File: src/rtl/wb_select_stage.sv
// rtl/wb_select_stage.sv - registered GRF write-back select with Tnew countdown and forwarding view
module wb_select_stage #(
    parameter int DATA_W   = 32,
    parameter int ADDR_W   = 5,
    parameter int NSRC     = 4,
    parameter int SEL_W    = 2,
    parameter int LINK_REG = 31,
    parameter int TNEW_W   = 2
) (
    input  logic                   clk,
    input  logic                   reset,
    input  logic                   en,
    input  logic                   flush,
    input  logic                   in_valid,
    input  logic [1:0]             in_a3_mode,
    input  logic [ADDR_W-1:0]      in_rt,
    input  logic [ADDR_W-1:0]      in_rd,
    input  logic [SEL_W-1:0]       in_wd_sel,
    input  logic [NSRC*DATA_W-1:0] in_src,
    input  logic [31:0]            in_pc,
    input  logic [TNEW_W-1:0]      in_tnew,
    output logic                   grf_we,
    output logic [ADDR_W-1:0]      grf_a3,
    output logic [DATA_W-1:0]      grf_wd,
    output logic [31:0]            grf_pc,
    output logic [ADDR_W-1:0]      fwd_a3,
    output logic                   fwd_ready,
    output logic [DATA_W-1:0]      fwd_data,
    output logic [TNEW_W-1:0]      tnew_out
);

    localparam logic [1:0]        MODE_RT   = 2'd0;
    localparam logic [1:0]        MODE_RD   = 2'd1;
    localparam logic [1:0]        MODE_LINK = 2'd2;
    localparam logic [1:0]        MODE_NONE = 2'd3;
    localparam logic [ADDR_W-1:0] LINK_A3   = ADDR_W'(LINK_REG);

    logic                   valid_q, valid_d;
    logic [1:0]             mode_q, mode_d;
    logic [ADDR_W-1:0]      rt_q, rt_d;
    logic [ADDR_W-1:0]      rd_q, rd_d;
    logic [SEL_W-1:0]       sel_q, sel_d;
    logic [NSRC*DATA_W-1:0] src_q, src_d;
    logic [31:0]            pc_q, pc_d;
    logic [TNEW_W-1:0]      tnew_q, tnew_d;

    // Next state: flush beats capture; a stall holds everything but lets Tnew count down.
    always_comb begin
        valid_d = valid_q;
        mode_d  = mode_q;
        rt_d    = rt_q;
        rd_d    = rd_q;
        sel_d   = sel_q;
        src_d   = src_q;
        pc_d    = pc_q;
        tnew_d  = (tnew_q != '0) ? tnew_q - TNEW_W'(1) : '0;
        if (flush) begin
            valid_d = 1'b0;
            mode_d  = MODE_NONE;
            rt_d    = '0;
            rd_d    = '0;
            sel_d   = '0;
            src_d   = '0;
            pc_d    = '0;
            tnew_d  = '0;
        end else if (en) begin
            valid_d = in_valid;
            mode_d  = in_a3_mode;
            rt_d    = in_rt;
            rd_d    = in_rd;
            sel_d   = in_wd_sel;
            src_d   = in_src;
            pc_d    = in_pc;
            tnew_d  = in_tnew;
        end
    end

    always_ff @(posedge clk) begin
        if (reset) begin
            valid_q <= 1'b0;
            mode_q  <= MODE_NONE;
            rt_q    <= '0;
            rd_q    <= '0;
            sel_q   <= '0;
            src_q   <= '0;
            pc_q    <= '0;
            tnew_q  <= '0;
        end else begin
            valid_q <= valid_d;
            mode_q  <= mode_d;
            rt_q    <= rt_d;
            rd_q    <= rd_d;
            sel_q   <= sel_d;
            src_q   <= src_d;
            pc_q    <= pc_d;
            tnew_q  <= tnew_d;
        end
    end

    logic [ADDR_W-1:0] a3;
    logic [DATA_W-1:0] wd;

    always_comb begin
        a3 = '0;
        if (valid_q) begin
            case (mode_q)
                MODE_RT:   a3 = rt_q;
                MODE_RD:   a3 = rd_q;
                MODE_LINK: a3 = LINK_A3;
                default:   a3 = '0;
            endcase
        end
    end

    // Select values at or beyond NSRC have no source and read as zero.
    always_comb begin
        wd = '0;
        for (int k = 0; k < NSRC; k++) begin
            if (int'(sel_q) == k) begin
                wd = src_q[k*DATA_W +: DATA_W];
            end
        end
    end

    assign grf_a3    = a3;
    assign grf_wd    = wd;
    assign grf_we    = valid_q && (a3 != '0) && (tnew_q == '0);
    assign grf_pc    = pc_q;
    assign fwd_a3    = a3;
    assign fwd_ready = grf_we;
    assign fwd_data  = wd;
    assign tnew_out  = tnew_q;

endmodule

File: config.mk
export PLATFORM = sky130hd
export DESIGN_NAME = wb_select_stage
export DESIGN_NICKNAME = d
export VERILOG_FILES = /design/src/rtl/wb_select_stage.sv
export SDC_FILE = /design/constraint.sdc
export NUM_CORES = 1
export LEC_CHECK = 0
export ABC_AREA = 0
export CAP_MARGIN = 10
export CORE_ASPECT_RATIO = 0.5
export CORE_MARGIN = 3
export CORE_UTILIZATION = 30
export CTS_CLUSTER_DIAMETER = 30
export DETAILED_ROUTE_END_ITERATION = 12
export RECOVER_POWER = 25
export SYNTH_ARGS = -nofsm -noshare
export SYNTH_HDL_FRONTEND = slang
export SYNTH_SLANG_ARGS = --single-unit
File: constraint.sdc
create_clock -name clk -period 3.85 [get_ports clk]
set_input_delay 0.385 -clock clk [delete_from_list [all_inputs] [get_ports clk]]
set_output_delay 0.385 -clock clk [all_outputs]
set_load 0.01 [all_outputs]
## Word level (Yosys, flattened, before mapping)

Cells that the tools add are included.

- Output and inout port bits: 110
- Flip-flop bits (word level): 177
- Bits of input ports: 181
- Word-level logic and storage cells: 30

- Mux-type cells: 8
- $add $sub $neg: 1
- Equal/unequal tests: 5
- Reduce and logical (&&, ||, !) cells: 8

Operator list:

| operator | count |
|---|---|
| 32-bit 2-to-1 mux | 4 |
| 5-bit case mux with 3 select lines | 1 |
| 2-bit equality test, second input constant | 3 |
| 2-bit zero test | 3 |
| 5-bit 2-to-1 mux | 1 |
| 5-bit nonzero test | 1 |
| 2-bit by 1-bit equality test with 1-bit output, second input constant | 2 |
| 2-bit 2-to-1 mux | 2 |
| 1-bit logical AND | 2 |
| 2-bit nonzero test | 1 |
| 2-bit OR reduction | 1 |
| 2-bit by 1-bit subtractor with 2-bit output, second input constant | 1 |

## Depth between registers and ports, before layout

- Depth after elaboration: 6
- Depth in mapped cells: 5
- Gate-level depth less buffers: 4

## Least setup slack after synthesis

OpenSTA, ideal clock, no wires.

- Path kind: register to output
- Start point: register mode_q[0]
- End point: output grf_we
- Setup slack: 2045 ps
- Stages on the path, launching flop included: 6
- Path buffers: 1
- Data required time: 3465 ps
- Arrival time: 1420 ps
- Cell sequence: dfxtp_1 o21bai_1 a21boi_0 nor2_1 a21oi_1 buf_4

- Word-level cells in the longest chain between the ends: 6
- Elaborated cells on any way between the ends: 8
- Classes of those cells: eq/ne: 2; mux: 2; reduce/logical: 4

RTL lines:

| item | RTL line | source |
|---|---|---|
| start, declared | 39 | `logic [1:0] mode_q, mode_d;` |
| start signal, assigned | 90 | `mode_q <= mode_d;` |
| 2-bit equality test (tied with other cells) | 106 | `case (mode_q)` |
| 5-bit case mux with 3 select lines (*) | 106 |  |
| 5-bit 2-to-1 mux (*) | 105 | `if (valid_q) begin` |
| net fwd_a3[4] | 26 | `output logic [ADDR_W-1:0] fwd_a3,` |
| 5-bit nonzero test (*) | 127 | `assign grf_we = valid_q && (a3 != '0) && (tnew_q == '0);` |
| 1-bit logical AND (*) (2 in a row) | 127 |  |
| end, declared | 22 | `output logic grf_we,` |

Mark *: on every way through the listed nets, which the timed path passes. The rest lies on a longest branch.

## Final worst setup path

- Start point: input reset
- End point: register pc_q[30], in the netlist grf_pc[30]

- Word-level cells in the longest chain between the ends: 1

RTL lines:

| item | RTL line | source |
|---|---|---|
| start, declared | 11 | `input logic reset,` |
| 2-bit OR reduction (no source line) | n/a |  |
| end signal, assigned | 95 | `pc_q <= pc_d;` |
| end, declared | 44 | `logic [31:0] pc_q, pc_d;` |

No other way between the ends.
A chain may end at the register's enable or synchronous reset.

==> run metrics <==
status finished with violations; failing checks capacitance limit, slew limit; Tot Pwr between 4 and 5 mW; r2r startpoint sel_q[1]$_SDFFE_PP0P_; clock latency on the worst-skew pair around 430 ps; Pleak between 4 and 5 nW; DRC 0; final worst slack 732.3 ps; share of cells above drive strength 1 0.08903; DP Cell Count between 1,000 and 1,500; CTS buffer count 17; total placed instance area 10,320 sq um; initial core utilization 0.3109; crit path capture type flip-flop; clock tree sinks ~180; Cell Chain, Critical Path dlygate4sd3_1, or2_1, clkbuf_1, nor2_1; Max Cap Viol 2; Core Region between 20,000 and 25,000 sq um; GRT overflow 0; critical path class primary input to flip-flop; DR iter-0 viols a little under 300; Peak supply drop around 0.32 mV; Port Buffers 290; FP Rows 40; setup TNS 0 ps; HP Class flip-flop to flip-flop; clk_skew 0.4630 ps; minimum hold slack between 400 and 500 ps; post-route antenna net violation count 0; routability cong. between 0.8 and 0.9; Area growth syn-to-layout 43.40%; Flop pwr share 0.450; area of the die between 20,000 and 30,000 sq um; CTS tree built; hold path start src_q[67]$_SDFFE_PP0P_; cts-stage hold buffer count 0; drt first pass iters 4; pre-CTS WS around 1300 ps; WL/cell 16.66 um; Final setup viols 0; syn_nets around 860; Worst path top cell family by delay simple AND/OR/NAND/NOR gates; Die W ~230 um; nets@finish about 1,100; die height ~120 um; largest net degree at the start of global routing 90; CP Max Fanout 60; maximum clock path buffer count 2; Final Util 0.4458; final hold viol count 0; vias between 5,000 and 6,000; Total GRT Usage 0.1529; clock root cell clkbuf_16; fin area approximately 11,000 sq um; critical path's slowest cell or2_1; H-Tree Depth 4; Fillers about 2,300; vias in the first global route 5,573; synth warn 0; CP required between 4000 and 5000 ps; CP max stage delay approximately 1600 ps; Worst Tran Pin Value approximately 2900 ps; RSZ-0062 raised after global routing no; Setup crit start kind primary input; number of synthesized register bits 177; hpwl dp 15.54 mm; Pint about 3.3 mW; clock power share 0.420; net switching power a little under 1 mW; relative slew slack -0.9197; Worst-path clk slew 70 ps; Post-Route WL roughly 21 mm; synthesized area 7609 sq um; Unique masters post-synth 22; min Tclk post-route ~3100 ps; Avg Vias per Cell around 4.4; Post-CTS Resized 0; Pins Over Slew Limit between 100 and 150; Final Instance Count excl. Fillers around 1,300; power per cell area 393.5 nW/um^2; Worst setup startpoint reset; sequential-to-total area share from yosys stat 0.4657; Worst EP arrival 3410 ps; I/O Pins between 200 and 300; CP Buf/Inv Count 2; post-CTS setup buffers 0; period utilization 0.8098; first-pass GRT wire length 32.55 mm; Max Freq about 320 MHz; Post-Syn Instances approximately 680; Sw Share 0.2261; initial antenna violation count 1; Comb pwr share 0.130; Post-Syn Area per Cell about 11 sq um
==> cells by family (layout without fill, tap and decap cells) <==
| group | Yosys count | in the layout | share of synthesized area |
|---|---|---|---|
| flip-flops | 177 | 177 | 0.4657 |
| buffers and inverters | 86 | 331 | 0.09439 |
| other | 0 | 1 | 0 |
| AO/OA/AOI/OAI | 9 | 9 | 0.01053 |
| multiplexers | 207 | 207 | 0.3264 |
| AND/OR/NAND/NOR | 197 | 197 | 0.1029 |
==> layout by cell type (no fill, tap or decap) <==
cell type        count
nor2_1             176
clkinvlp_4           1
mux2i_1            175
buf_12               2
mux4_2              29
clkbuf_16           17
o22ai_2              4
a21oi_1              3
or2_1                1
clkinv_2             3
clkbuf_2             1
a21boi_0             1
dlygate4sd3_1        1
nor3_1               1
mux4_1               3
bufinv_16            3
nor3b_1              1
clkinv_4             2
nand2_1              8
nand2b_2             1
clkbuf_1             4
nand3b_1             1
nand2b_4             1
o21bai_1             1
diode_2              1
clkdlybuf4s50_1    288
nor2_2               7
buf_4                6
dfxtp_1            175
dfxtp_2              2
clkbuf_8             3
==> area by class of cell <==
class                   count  area, sq um  share of cell area
well taps                 336        420.4             0.03853
diodes                      1        2.502           0.0002294
repair buffers            299         2987              0.2737
flip-flops and latches    177         3546              0.3250
clock inverters             9        130.1             0.01193
multi-input cells         413         3347              0.3068
clock buffers              23        478.0             0.04381
==> cells in the mapped netlist (all sizes together) <==
| master | count | area share |
|---|---|---|
| o22ai | 4 | 0.0066 |
| o21bai | 1 | 0.00099 |
| nor2 | 183 | 0.093 |
| mux2i | 175 | 0.23 |
| nand2b | 2 | 0.0030 |
| nand2 | 8 | 0.0039 |
| a21boi | 1 | 0.00099 |
| a21oi | 3 | 0.0020 |
| nor3b | 1 | 0.00099 |
| dfxtp | 177 | 0.47 |
| or2 | 1 | 0.00082 |
| mux4 | 32 | 0.096 |
| nand3b | 1 | 0.00099 |
| nor3 | 1 | 0.00066 |
| clkbuf | 3 | 0.0015 |
| buf | 83 | 0.093 |
==> flip-flops by register name, summed over array words and instances, names as in the netlist <==
register / count
tnew_out: 2
mode_q: 2
rd_q: 5
sel_q: 2
valid_q: 1
grf_pc: 32
src_q: 128
rt_q: 5
==> worst register-to-register path: cells and delay by family (launching register included) <==
family	cells	cell delay, ps
AND/OR/NAND/NOR	1	160
multiplexers	1	150
flip-flops	1	940
==> path summary, 6_finish.rpt <==
| check | slack (ps) | cells after the start | endpoint |
|---|---|---|---|
| worst min register to register | 490 | 2 | src_q[67]$_SDFFE_PP0P_ |
| worst min-delay path | 490 | 2 | src_q[67]$_SDFFE_PP0P_ |
| worst max register to register | 2510 | 2 | sel_q[1]$_SDFFE_PP0P_ |
| worst max-delay path | 730 | 4 | grf_pc[30]$_SDFFE_PP0P_ |
==> power by group through the flow <==
stage	Sequential, mW	Combinational [mW]	Clock [mW]
floorplan	1.96	0.296	0
global placement	1.98	0.545	0
detailed placement	1.98	0.553	0
CTS	1.93	0.555	1.86
global route	1.94	0.601	1.95
finish	1.93	0.556	1.80
==> layer usage <==
metal  up-vias  track usage  wire [um]  share of wire
met5         -            0          0              0
met4         0      0.05218        439          0.021
met3        28      0.03348        615          0.029
li1       2742            -          -              -
met2        90       0.2726      11100           0.53
met1      2646       0.1817       8801           0.42
Power figures use the tool's default switching activity.
